[config.mk]
export PLATFORM = sky130hd
export DESIGN_NAME = comparador_serie_i_d
export DESIGN_NICKNAME = d
export VERILOG_FILES = /design/src/rtl/comparador_serie_i_d_pkg.sv /design/src/rtl/comparador_serie_i_d_celda.sv /design/src/rtl/comparador_serie_i_d.sv
export SDC_FILE = /design/constraint.sdc
export NUM_CORES = 1
export LEC_CHECK = 0
export ABC_AREA = 1
export CAP_MARGIN = 20
export CORE_MARGIN = 5
export CORE_UTILIZATION = 41
export CTS_CLUSTER_DIAMETER = 80
export DETAILED_ROUTE_END_ITERATION = 10
export DONT_BUFFER_PORTS = 1
export PLACE_DENSITY = 0.53
export SKIP_CTS_REPAIR_TIMING = 1
export SLEW_MARGIN = 0
export SYNTH_ARGS = -nofsm -noshare
export SYNTH_HDL_FRONTEND = slang
export SYNTH_SLANG_ARGS = --single-unit
[constraint.sdc]
create_clock -name clk -period 3.3 [get_ports clk]
set_input_delay 0.495 -clock clk [delete_from_list [all_inputs] [get_ports clk]]
set_output_delay 0.495 -clock clk [all_outputs]
set_load 0.02 [all_outputs]
[src/rtl/comparador_serie_i_d_pkg.sv]
// Shared types for the bit-serial magnitude comparator: FSM states,
// result encoding and the width of the examined-bit counter.
package comparador_serie_i_d_pkg;

    typedef enum logic [1:0] {
        REPOSO  = 2'd0,
        COMPARA = 2'd1,
        FIN     = 2'd2
    } estado_t;

    typedef enum logic [1:0] {
        RES_NINGUNO = 2'd0,
        RES_MENOR   = 2'd1,
        RES_IGUAL   = 2'd2,
        RES_MAYOR   = 2'd3
    } resultado_t;

    // Bits needed to count from 0 up to n inclusive.
    function automatic int ancho_ciclos(input int n);
        return $clog2(n + 1);
    endfunction

endpackage

[src/rtl/comparador_serie_i_d_celda.sv]
// One-bit decision cell: tells whether a differing bit makes A smaller or larger.
// On the sign bit of a two's-complement word the sense is inverted.
module celda_bit_i_d (
    input  logic a,
    input  logic b,
    input  logic msb_con_signo,
    output logic menor,
    output logic mayor
);

    always_comb begin
        if (msb_con_signo) begin
            menor = a & ~b;
            mayor = ~a & b;
        end else begin
            menor = ~a & b;
            mayor = a & ~b;
        end
    end

endmodule

[src/rtl/comparador_serie_i_d.sv]
// Bit-serial magnitude comparator: scans MSB to LSB one bit per clock,
// optionally stopping at the first differing bit, with a start/listo handshake.
module comparador_serie_i_d
    import comparador_serie_i_d_pkg::*;
#(
    parameter int N          = 8,
    parameter bit EARLY_EXIT = 1'b1
) (
    input  logic                     clk,
    input  logic                     reset_n,
    input  logic                     start,
    input  logic                     signo,
    input  logic [N-1:0]             palabraA,
    input  logic [N-1:0]             palabraB,
    output logic                     ocupado,
    output logic                     listo,
    output logic                     a_menor_b,
    output logic                     a_igual_b,
    output logic                     a_mayor_b,
    output logic [$clog2(N+1)-1:0]   ciclos
);

    localparam int CW = ancho_ciclos(N);
    localparam int IW = $clog2(N);

    estado_t    estado, estado_sig;
    logic [N-1:0]  a_q, b_q;
    logic          signo_q;
    logic [IW-1:0] idx;
    logic [CW-1:0] cnt;
    logic          dec_valida;
    resultado_t    dec_q;
    resultado_t    res_q;
    logic [CW-1:0] ciclos_q;

    logic       msb_con_signo, menor, mayor, difiere, ultimo;
    resultado_t res_celda, res_fin;

    // The single cell is time-multiplexed over idx.
    assign msb_con_signo = signo_q & (idx == IW'(N - 1));

    celda_bit_i_d u_celda (
        .a             (a_q[idx]),
        .b             (b_q[idx]),
        .msb_con_signo (msb_con_signo),
        .menor         (menor),
        .mayor         (mayor)
    );

    assign difiere   = menor | mayor;
    assign ultimo    = (idx == '0);
    assign res_celda = mayor ? RES_MAYOR : (menor ? RES_MENOR : RES_IGUAL);
    // A decision latched earlier in the scan always wins over later bits.
    assign res_fin   = dec_valida ? dec_q : res_celda;

    always_ff @(posedge clk or negedge reset_n) begin
        if (!reset_n) begin
            estado <= REPOSO;
        end else begin
            // NOTE: registers are updated with <= so every flop samples the pre-edge values.
            estado <= estado_sig;
        end
    end

    always_comb begin
        // NOTE: default assigned first so no path through the case leaves it unassigned (no latch).
        estado_sig = estado;
        case (estado)
            REPOSO:  if (start) estado_sig = COMPARA;
            COMPARA: if ((EARLY_EXIT && difiere) || ultimo) estado_sig = FIN;
            FIN:     estado_sig = REPOSO;
            default: estado_sig = REPOSO;
        endcase
    end

    // NOTE: the operand registers are reset too; they are few flops and keep
    // the cell inputs defined straight out of reset.
    always_ff @(posedge clk or negedge reset_n) begin
        if (!reset_n) begin
            a_q        <= '0;
            b_q        <= '0;
            signo_q    <= 1'b0;
            idx        <= '0;
            cnt        <= '0;
            dec_valida <= 1'b0;
            dec_q      <= RES_NINGUNO;
            res_q      <= RES_NINGUNO;
            ciclos_q   <= '0;
        end else begin
            case (estado)
                REPOSO: begin
                    if (start) begin
                        a_q        <= palabraA;
                        b_q        <= palabraB;
                        signo_q    <= signo;
                        idx        <= IW'(N - 1);
                        cnt        <= '0;
                        dec_valida <= 1'b0;
                        dec_q      <= RES_NINGUNO;
                        res_q      <= RES_NINGUNO;
                        ciclos_q   <= '0;
                    end
                end
                COMPARA: begin
                    cnt <= cnt + CW'(1);
                    idx <= idx - IW'(1);
                    if (difiere && !dec_valida) begin
                        dec_valida <= 1'b1;
                        dec_q      <= res_celda;
                    end
                    if (estado_sig == FIN) begin
                        res_q    <= res_fin;
                        ciclos_q <= cnt + CW'(1);
                    end
                end
                default: ;
            endcase
        end
    end

    assign ocupado   = (estado != REPOSO);
    assign listo     = (estado == FIN);
    assign a_menor_b = (res_q == RES_MENOR);
    assign a_igual_b = (res_q == RES_IGUAL);
    assign a_mayor_b = (res_q == RES_MAYOR);
    assign ciclos    = ciclos_q;

endmodule
## Word level (Yosys, flattened, before mapping)

Index checks and enable logic that the tools add are counted.

| storage, ports and cells | value |
|---|---|
| register bits | 35 |
| bits of input ports | 20 |
| output and inout bits | 9 |
| word-level logic and storage cells | 66 |

| cells by class | value |
|---|---|
| $add $sub $neg | 2 |
| $lt $le $gt $ge | 1 |
| equality and inequality tests | 10 |
| multiplexer cells | 26 |
| bitwise logic cells | 6 |
| reductions and logical operators | 11 |

Operator list:

| kind | number |
|---|---|
| $mux W2 | 8 |
| $pmux W4 S2 | 2 |
| $pmux W2 S2 | 3 |
| $eq A2 B2 Y1 const B | 4 |
| $mux W4 | 2 |
| $bmux W1 S3 | 2 |
| $mux W1 | 6 |
| $ne A2 B2 Y1 const B | 3 |
| $pmux W3 S2 | 1 |
| $reduce_and A3 Y1 | 2 |
| $add A4 B1 Y4 const B | 1 |
| $eq A2 B1 Y1 const B | 2 |
| $lt A3 B4 Y1 const B | 1 |
| $reduce_and A2 Y1 | 2 |
| $reduce_bool A2 Y1 | 2 |
| $and A1 B1 Y1 | 3 |
| $eq A3 B3 Y1 const B | 1 |
| $logic_not A3 Y1 | 1 |
| $mux W3 | 1 |
| $sub A3 B1 Y3 const B | 1 |
| $logic_not A2 Y1 | 1 |
| $not A1 Y1 | 2 |
| $pmux W1 S2 | 1 |
| $logic_and A1 B1 Y1 | 1 |
| other kinds (3) | 3 |

## Longest topological paths before layout

Gate-level depths: netlist (run 1).

| depth | value |
|---|---|
| depth in word-level cells | 12 |
| gate-level depth with buffers | 14 |
| gate-level depth less buffers | 13 |

## By module

From an unflattened synthesis (run 1), not the netlist that was laid out.

| second synthesis, totals | value |
|---|---|
| cells, all modules | 236 |
| area total of the unflattened synthesis | 1,858.0 µm² |

Modules (own cells, without submodules):

| module | instances | cells an instance | area each (µm²) | seq. area each (µm²) |
|---|---|---|---|---|
| comparador_serie_i_d | 1 | 227 | 1,819.2 | 875.8 |
| celda_bit_i_d | 1 | 9 | 38.8 | 0.0 |

## Worst setup path before layout (run 1)

OpenSTA, ideal clock, no wires.

| timing | value |
|---|---|
| path kind | reg-to-reg |
| start | reg idx[0] |
| end | reg dec_q[1] |
| setup time | 117 ps |
| data arrival time | 1,651 ps |
| required time | 3,183 ps |
| slack | 1,532 ps |
| cell stages (with the launch flop) | 15 |
| path buffers | 1 |
| clock period less this slack | 1,768 ps |
| path through | dfrtp_1 -> buf_6 -> nor2_1 -> nor2_1 -> o21ai_1 -> nand2_1 -> nand2_1 -> nand2_1 -> ha_1 -> inv_1 -> nand2_1 -> nor2_1 -> inv_1 -> nand3_1 -> nand2_1 |

| between the ends | value |
|---|---|
| longest elaborated chain between the ends | 9 |
| elaborated cells between the ends (all ways) | 20 |
| those cells by class | eq/ne (2); mux (10); bitwise (6); reduce/logical (2) |

Ends and longest elaborated chain:

| item | line | RTL |
|---|---|---|
| start, declared | comparador_serie_i_d.sv:29 | `logic [IW-1:0] idx;` |
| start signal, assigned | comparador_serie_i_d.sv:96 | `idx <= IW'(N - 1);` |
| start signal, assigned | comparador_serie_i_d.sv:106 | `idx <= idx - IW'(1);` |
| $bmux W1 S3 (on tied branches) | comparador_serie_i_d.sv:43, comparador_serie_i_d.sv:44 |  |
| $mux W1 (on tied branches) | comparador_serie_i_d.sv:43, comparador_serie_i_d.sv:44 |  |
| $not A1 Y1 (on tied branches) | n/a |  |
| $and A1 B1 Y1 (on tied branches) | n/a |  |
| $mux W1 | comparador_serie_i_d_celda.sv:12 | `if (msb_con_signo) begin` |
| $mux W2 / $or A1 B1 Y1 (equally long branches) | comparador_serie_i_d.sv:52, comparador_serie_i_d.sv:50 |  |
| $mux W2 / $logic_and A1 B1 Y1 (equally long branches) | comparador_serie_i_d.sv:52, comparador_serie_i_d.sv:107 |  |
| $mux W2 / $ne A2 B2 Y1 (equally long branches) | n/a |  |
| $pmux W2 S2 / $reduce_and A3 Y1 (equally long branches) | n/a |  |
| end signal, assigned | comparador_serie_i_d.sv:109 | `dec_q <= res_celda;` |
| end, declared | comparador_serie_i_d.sv:32 | `resultado_t dec_q;` |

Parallel ways exist; a longest one is shown, timed or not. The select of a mux whose other input is x is not followed.
A chain may end at the register's enable or synchronous reset.

## Worst setup path after layout (run 1)

Ends and elaborated chain as after synthesis.

==> results of run 1 <==
## worst register-to-register path, cell delays in order, from the launching register on
cell	delay, ps
dfrtp_1	570
inv_1	220
nor2_1	140
o21ai_1	90
o21ai_0	190
ha_1	300
inv_1	100
nand2_1	60
nor2_1	110
inv_1	80
nand3_1	70
nand2_1	60
## cells in the mapped netlist, types with 2 or more instances
| cell type | n | share of area, % |
|---|---|---|
| o21ai_1 | 8 | 2.2 |
| o21ai_2 | 3 | 1.5 |
| inv_1 | 18 | 3.8 |
| dfrtp_1 | 35 | 49 |
| nor2_1 | 25 | 5.2 |
| buf_6 | 3 | 1.9 |
| ha_1 | 6 | 4.2 |
| a22oi_1 | 2 | 0.84 |
| inv_4 | 3 | 1.0 |
| o21ai_0 | 9 | 2.5 |
| nand3_1 | 7 | 2.0 |
| nand2_1 | 93 | 20 |
| nand2_4 | 4 | 2.5 |
| inv_2 | 3 | 0.63 |
## metrics by stage
stage / hold WS, ps / instance area (sq um) / std cells / utilization, %
floorplan: 199 / 1790 / 226 / -
global route: 38.4 / 1930 / 282 / 44.9
detailed placement: 201 / 1810 / 273 / 42.1
global placement: 201 / 1810 / 273 / 42.1
CTS: -115 / 1910 / 281 / 44.4
finish: 39.1 / 1930 / 282 / 44.9
## cell usage in the layout (no fill, tap or decap)
| cell type | instances |
|---|---|
| a22oi_1 | 2 |
| buf_12 | 1 |
| clkbuf_1 | 1 |
| clkbuf_8 | 7 |
| dfrtp_1 | 35 |
| ha_1 | 6 |
| inv_1 | 18 |
| inv_2 | 3 |
| inv_4 | 3 |
| nand2_1 | 93 |
| nand2_2 | 1 |
| nand2_4 | 4 |
| nand3_1 | 7 |
| nand3_4 | 1 |
| nand4_1 | 1 |
| nor2_1 | 25 |
| o21ai_0 | 9 |
| o21ai_1 | 8 |
| o21ai_2 | 3 |
| o22ai_1 | 1 |
| xnor2_1 | 1 |
## power groups by stage
stage	registers [mW]	logic, mW	clock network, mW
5_1_grt	0.797	1.18	0.371
3_5_place_dp	0.779	1.02	0
3_3_place_gp	0.775	1.01	0
6_report	0.770	1.02	0.335
2_1_floorplan	0.716	0.914	0
4_1_cts	0.772	1.03	0.351
## registers in the layout (all words and copies together), names as in the netlist
| name | count |
|---|---|
| a_q | 8 |
| b_q | 8 |
| ciclos | 4 |
| cnt | 4 |
| dec_q | 2 |
| dec_valida | 1 |
| estado | 2 |
| idx | 3 |
| res_q | 2 |
| signo_q | 1 |
## worst paths after layout
path	startpoint	end	cells past startpoint
hold reg to reg	a_q[4]$_DFFE_PN0P_	a_q[4]$_DFFE_PN0P_	2
min in group clk	palabraB[6]	b_q[6]$_DFFE_PN0P_	2
setup reg to reg	idx[0]$_DFFE_PN0P_	dec_q[1]$_DFFE_PN0P_	11
hold / removal	reset_n	b_q[5]$_DFFE_PN0P_	1
setup / recovery	idx[0]$_DFFE_PN0P_	dec_q[1]$_DFFE_PN0P_	11
max in group asynchronous	reset_n	res_q[1]$_DFFE_PN0P_	1
## per-layer routing
metal  share of wire [%]  up-vias  global-route usage (%)
met4                 1.4        0                    4.20
met5                   0        -                       0
met1                  50      613                    16.8
li1                    -      704                       -
met2                  44       18                    19.3
met3                 4.2        6                    5.08
## final cells by class
type	count	share of cell area (%)
multi-input combinational	162	39.9
clock buffer	8	5.19
inverter	24	5.06
sequential	35	45.4
tap	52	3.37
timing repair buffer	1	1.04
## cell families after synthesis
kind of cell / synth area share, %
simple gates: 30.9
flops: 49.0
buf+inv: 8.04
compound gates: 7.41
fa+ha+maj: 4.20
xor+xnor: 0.490
==> results.ini, run 1 <==
[synth]
synth-seq-cells = 35
netlist_area_sq_um = 1790
synth_cell_types = 21
syn_area_per_cell_sq_um = 7.92
synth_edf_count = 0
synth_fp_nets = 252
synthArstFlopShare_pct = 100
yosys_warnings = 0
ys.flop_type = dfrtp_1
syn_inst = 226
synth-seq-area-share_pct = 49.0

[sta]
max_freq_ghz = 0.474
finalSetupViolCount = 0
tns_ps = 0
final.setup.worst_slack_ps = 1190
post-route-period-util_pct = 63.9
fin_skew_ps = 5.69
report.final.slew_viol_count = 0
rsz0062_at_grt = false
slew_headroom_pct = 73.1
min_period_ps = 2110
worstMarginPinSlew_ps = 403
final_hold_viol_count = 0

[route]
drt_wl_total_um = 3470
wire_per_inst_um = 12.3
drt_drc_violations_left = 0
ant_nets = 0
drtIter0Drc = 84
vias_per_cell = 4.76
vias = 1341
first_pass_iters = 4

[setup_path]
crit_chain = inv_1, nor2_1, o21ai_1, o21ai_0, ha_1, inv_1, nand2_1, nor2_1, inv_1, nand3_1, nand2_1
required_ps = 3470
cp_slowest_cell = dfrtp_1
slowest_delay_ps = 570
crit_family = flip-flops
crit_type = reg -> reg
crit_buf_inv = 3
cp-end-kind = flop
arrival_ps = 2280
rrSetupSlack_ps = 1190
cp_max_fo = 14
cp-start-kind = flop
cpMostUsedCell = inv_1

[clock_network]
cts_num_sinks = 35
htreeDepth = 2
cts_buffers = 5
clk_latency_ps = 280
cts.path.max_buffers = 2
cts_tree = yes
clkTransAtPathRegs_ps = 70
cts-root-buf = clkbuf_8

[floorplanning]
die_area_sq_um = 5790
io_pins = 29
core_area_sq_um = 4290
core.rowCount = 24
dieWidth_um = 76.1
start_util_pct = 41.7
die_h_um = 76.1

[placement]
globalplace.congestion = 0.777
pre_cts_slack_ps = 1170
dp_hpwl_um = 2500
port_buffers = 0

[power_and_ir_drop]
p_seq_share_pct = 36.3
power_mw = 2.12
vdd_drop_max_v = 0.000290
p_leak_nw = 1.05
swShare_pct = 45.3
powerDensity_nw_per_um2 = 1100
intPower_mw = 1.16
switchingPower_uw = 960
share_comb_of_total_power_pct = 47.9
clock_power_share_pct = 15.8

[global_route]
grt_max_degree = 36
grt.total_usage_pct = 12.8
antenna_found_initial = 0
overflow = 0
grt_first_pass_wirelength_um = 6010
grt_pass1_vias = 1301

[cells_and_area]
area_growth_pct = 7.76
regArea_sq_um = 876
final_layout_size_suffix_gt1_share_pct = 10.0
antenna_cells = 0
multi_input_area_sq_um = 769
nNetsFinal = 255
final.fill_count = 447

[worst_hold_path]
hold_path.class = in -> async

[run]
cap_viol_max_count = 0

[outcome]
outcome = finished clean

No activity file was read; power rests on OpenSTA's default activity.
==> run 2: changes to the inputs <==
--- a/config.mk
+++ b/config.mk
@@ -12,7 +12,7 @@
 export CTS_CLUSTER_DIAMETER = 80
 export DETAILED_ROUTE_END_ITERATION = 10
 export DONT_BUFFER_PORTS = 1
-export PLACE_DENSITY = 0.53
+export PLACE_DENSITY = 0.55
 export SKIP_CTS_REPAIR_TIMING = 1
 export SLEW_MARGIN = 0
 export SYNTH_ARGS = -nofsm -noshare
==> constraint.sdc (replaced) <==
create_clock -name clk -period 1.8 [get_ports clk]
set_input_delay 0.27 -clock clk [delete_from_list [all_inputs] [get_ports clk]]
set_output_delay 0.27 -clock clk [all_outputs]
set_load 0.02 [all_outputs]
==> results.ini, run 2 (synthesis gave the netlist of run 1 again) <==
[clock_network]
cts-root-buf = clkbuf_8
cts_num_sinks = 35  ; unchanged
cts_tree = yes
clk_latency_ps = 290  ; about the same
clkTransAtPathRegs_ps = 70  ; about the same
cts_buffers = 5  ; unchanged
htreeDepth = 2  ; unchanged
cts.path.max_buffers = 2  ; unchanged

[global_route]
grt.total_usage_pct = 12.6  ; -0.20 points
overflow = 0  ; unchanged
grt_max_degree = 36  ; unchanged
grt_pass1_vias = 1306  ; +0.38%
antenna_found_initial = 0  ; unchanged
grt_first_pass_wirelength_um = 5930  ; -1.4%

[sta]
finalSetupViolCount = 0  ; unchanged
worstMarginPinSlew_ps = 409  ; +6.65 ps
final_hold_viol_count = 0  ; unchanged
min_period_ps = 1770  ; -335 ps
final.setup.worst_slack_ps = 27.8  ; -1160 ps
rsz0062_at_grt = true
post-route-period-util_pct = 98.5  ; +35 points
slew_headroom_pct = 72.7  ; -0.34 points
max_freq_ghz = 0.564  ; +19%
report.final.slew_viol_count = 0  ; unchanged
fin_skew_ps = 3.97  ; -1.72 ps

[cells_and_area]
antenna_cells = 0  ; unchanged
final_common_cell = nand2_1
final.fill_count = 434  ; -2.9%
area_growth_pct = 16.2
reg_top3 = a_q x8, b_q x8
regArea_sq_um = 878  ; +0.29%
layout.cells.non_filler = 293  ; +3.9%
final_layout_size_suffix_gt1_share_pct = 19.9  ; +9.9 points
nNetsFinal = 266  ; +4.3%
layout_common_cells = nand2_1 (91), dfrtp_1 (33), nor2_1 (22)
multi_input_area_sq_um = 810  ; +5.2%

[power_and_ir_drop]
powerDensity_nw_per_um2 = 2140  ; +95%
p_leak_nw = 1.12  ; +6.1%
vdd_drop_max_v = 0.000664  ; +130%

[route]
vias = 1382  ; +3.1%
ant_nets = 0  ; unchanged
drt_wl_total_um = 3410  ; -1.6%
wire_per_inst_um = 11.6  ; -5.3%
drtIter0Drc = 75  ; -11%
drt_drc_violations_left = 0  ; unchanged
vias_per_cell = 4.72  ; -0.81%
first_pass_iters = 4  ; unchanged

[setup_path]
cp_max_fo = 6  ; -8
required_ps = 1980  ; -1490 ps
rrSetupSlack_ps = 30  ; -1160 ps
cp-start-kind = flop
worst-r2r-cell-count = 13  ; +2
r2r-start = idx[0]$_DFFE_PN0P_
crit_type = reg -> reg
cp-end-kind = flop
arrival_ps = 1960  ; -320 ps
r2r_end = dec_q[1]$_DFFE_PN0P_

[placement]
pre_cts_slack_ps = -165  ; -1340 ps
dp_hpwl_um = 2430  ; -3.2%
place_inst = 279  ; +2.2%
port_buffers = 0  ; unchanged
globalplace.congestion = 0.770  ; -0.95%

[floorplanning]
core.rowCount = 24  ; unchanged
die_area_sq_um = 5790  ; unchanged
core_area_sq_um = 4290  ; unchanged
die_h_um = 76.1  ; unchanged
start_util_pct = 41.7  ; unchanged
io_pins = 29  ; unchanged
dieWidth_um = 76.1  ; unchanged

[worst_hold_path]
hold_path.class = in -> reg
hold_path_depth = 2
min_to = b_q[2]$_DFFE_PN0P_
worstHoldStart = palabraB[2]

[run]
cap_viol_max_count = 0  ; unchanged

[outcome]
outcome = finished clean

## run 2: changes by cell type in the layout (fill, tap and decap cells not counted), moves of 3 or more
cell	previous run	this run
o21ai_0	9	5
o21ai_2	3	7
nor2_1	25	22
buf_4	0	9
nor2_2	0	3
## run 2: area by class of cell
class	instances	share of cell area [%]
Tap cell	52	3.13
Multi-Input combinational cell	162	38.9
Clock inverter	2	1.68
Inverter	24	4.81
Timing Repair Buffer	12	5.23
Clock buffer	6	3.97
Sequential cell	35	42.2
## run 2: worst max-delay path by stage
stage / from / to
2_1_floorplan: idx[0]$_DFFE_PN0P_ / dec_q[1]$_DFFE_PN0P_
3_3_place_gp: idx[0]$_DFFE_PN0P_ / dec_q[1]$_DFFE_PN0P_
3_5_place_dp: idx[0]$_DFFE_PN0P_ / dec_q[1]$_DFFE_PN0P_
4_1_cts: idx[0]$_DFFE_PN0P_ / dec_q[1]$_DFFE_PN0P_
5_1_grt: idx[0]$_DFFE_PN0P_ / dec_q[1]$_DFFE_PN0P_
6_report: idx[0]$_DFFE_PN0P_ / dec_q[1]$_DFFE_PN0P_
## run 2: stage by stage
step	util, %	area, sq um	hold slack [ps]	total power [mW]	TNS [ps]
floorplan	-	1790	-25.6	2.99	0
global placement	43.2	1850	-24.2	3.41	-556
detailed placement	43.2	1850	-24.5	3.42	-937
CTS	45.9	1970	-341	4.17	-1050
global route	48.4	2080	78.7	4.88	-342
finish	48.4	2080	88.4	4.45	0
## run 2: worst max-delay path, stage by stage (launching register included)
cell and delay [ps]:
dfrtp_2 450, buf_4 170, nor2_1 100, nor2_1 40, nand2_1 70, nand3_1 90, o21ai_2 100, ha_4 240
inv_4 50, nand2_2 50, nor2_2 120, inv_1 70, nand3_1 70, nand2_1 50
## run 2: per-layer routing
layer  vias to the layer above  share of wire, %  global-route usage (%)
li1                        733                 -                       -
met1                       610                53                    17.8
met2                        32                40                    17.3
met3                         7               5.7                    4.37
met4                         0               2.0                    5.77
met5                         -                 0                       0
## run 2: power by group
part	internal (mW)	switching [mW]	total, mW
Clock	0.448	0.282	0.730
Sequential	1.13	0.280	1.41
Combinational	0.951	1.37	2.32
Total	2.53	1.93	4.45
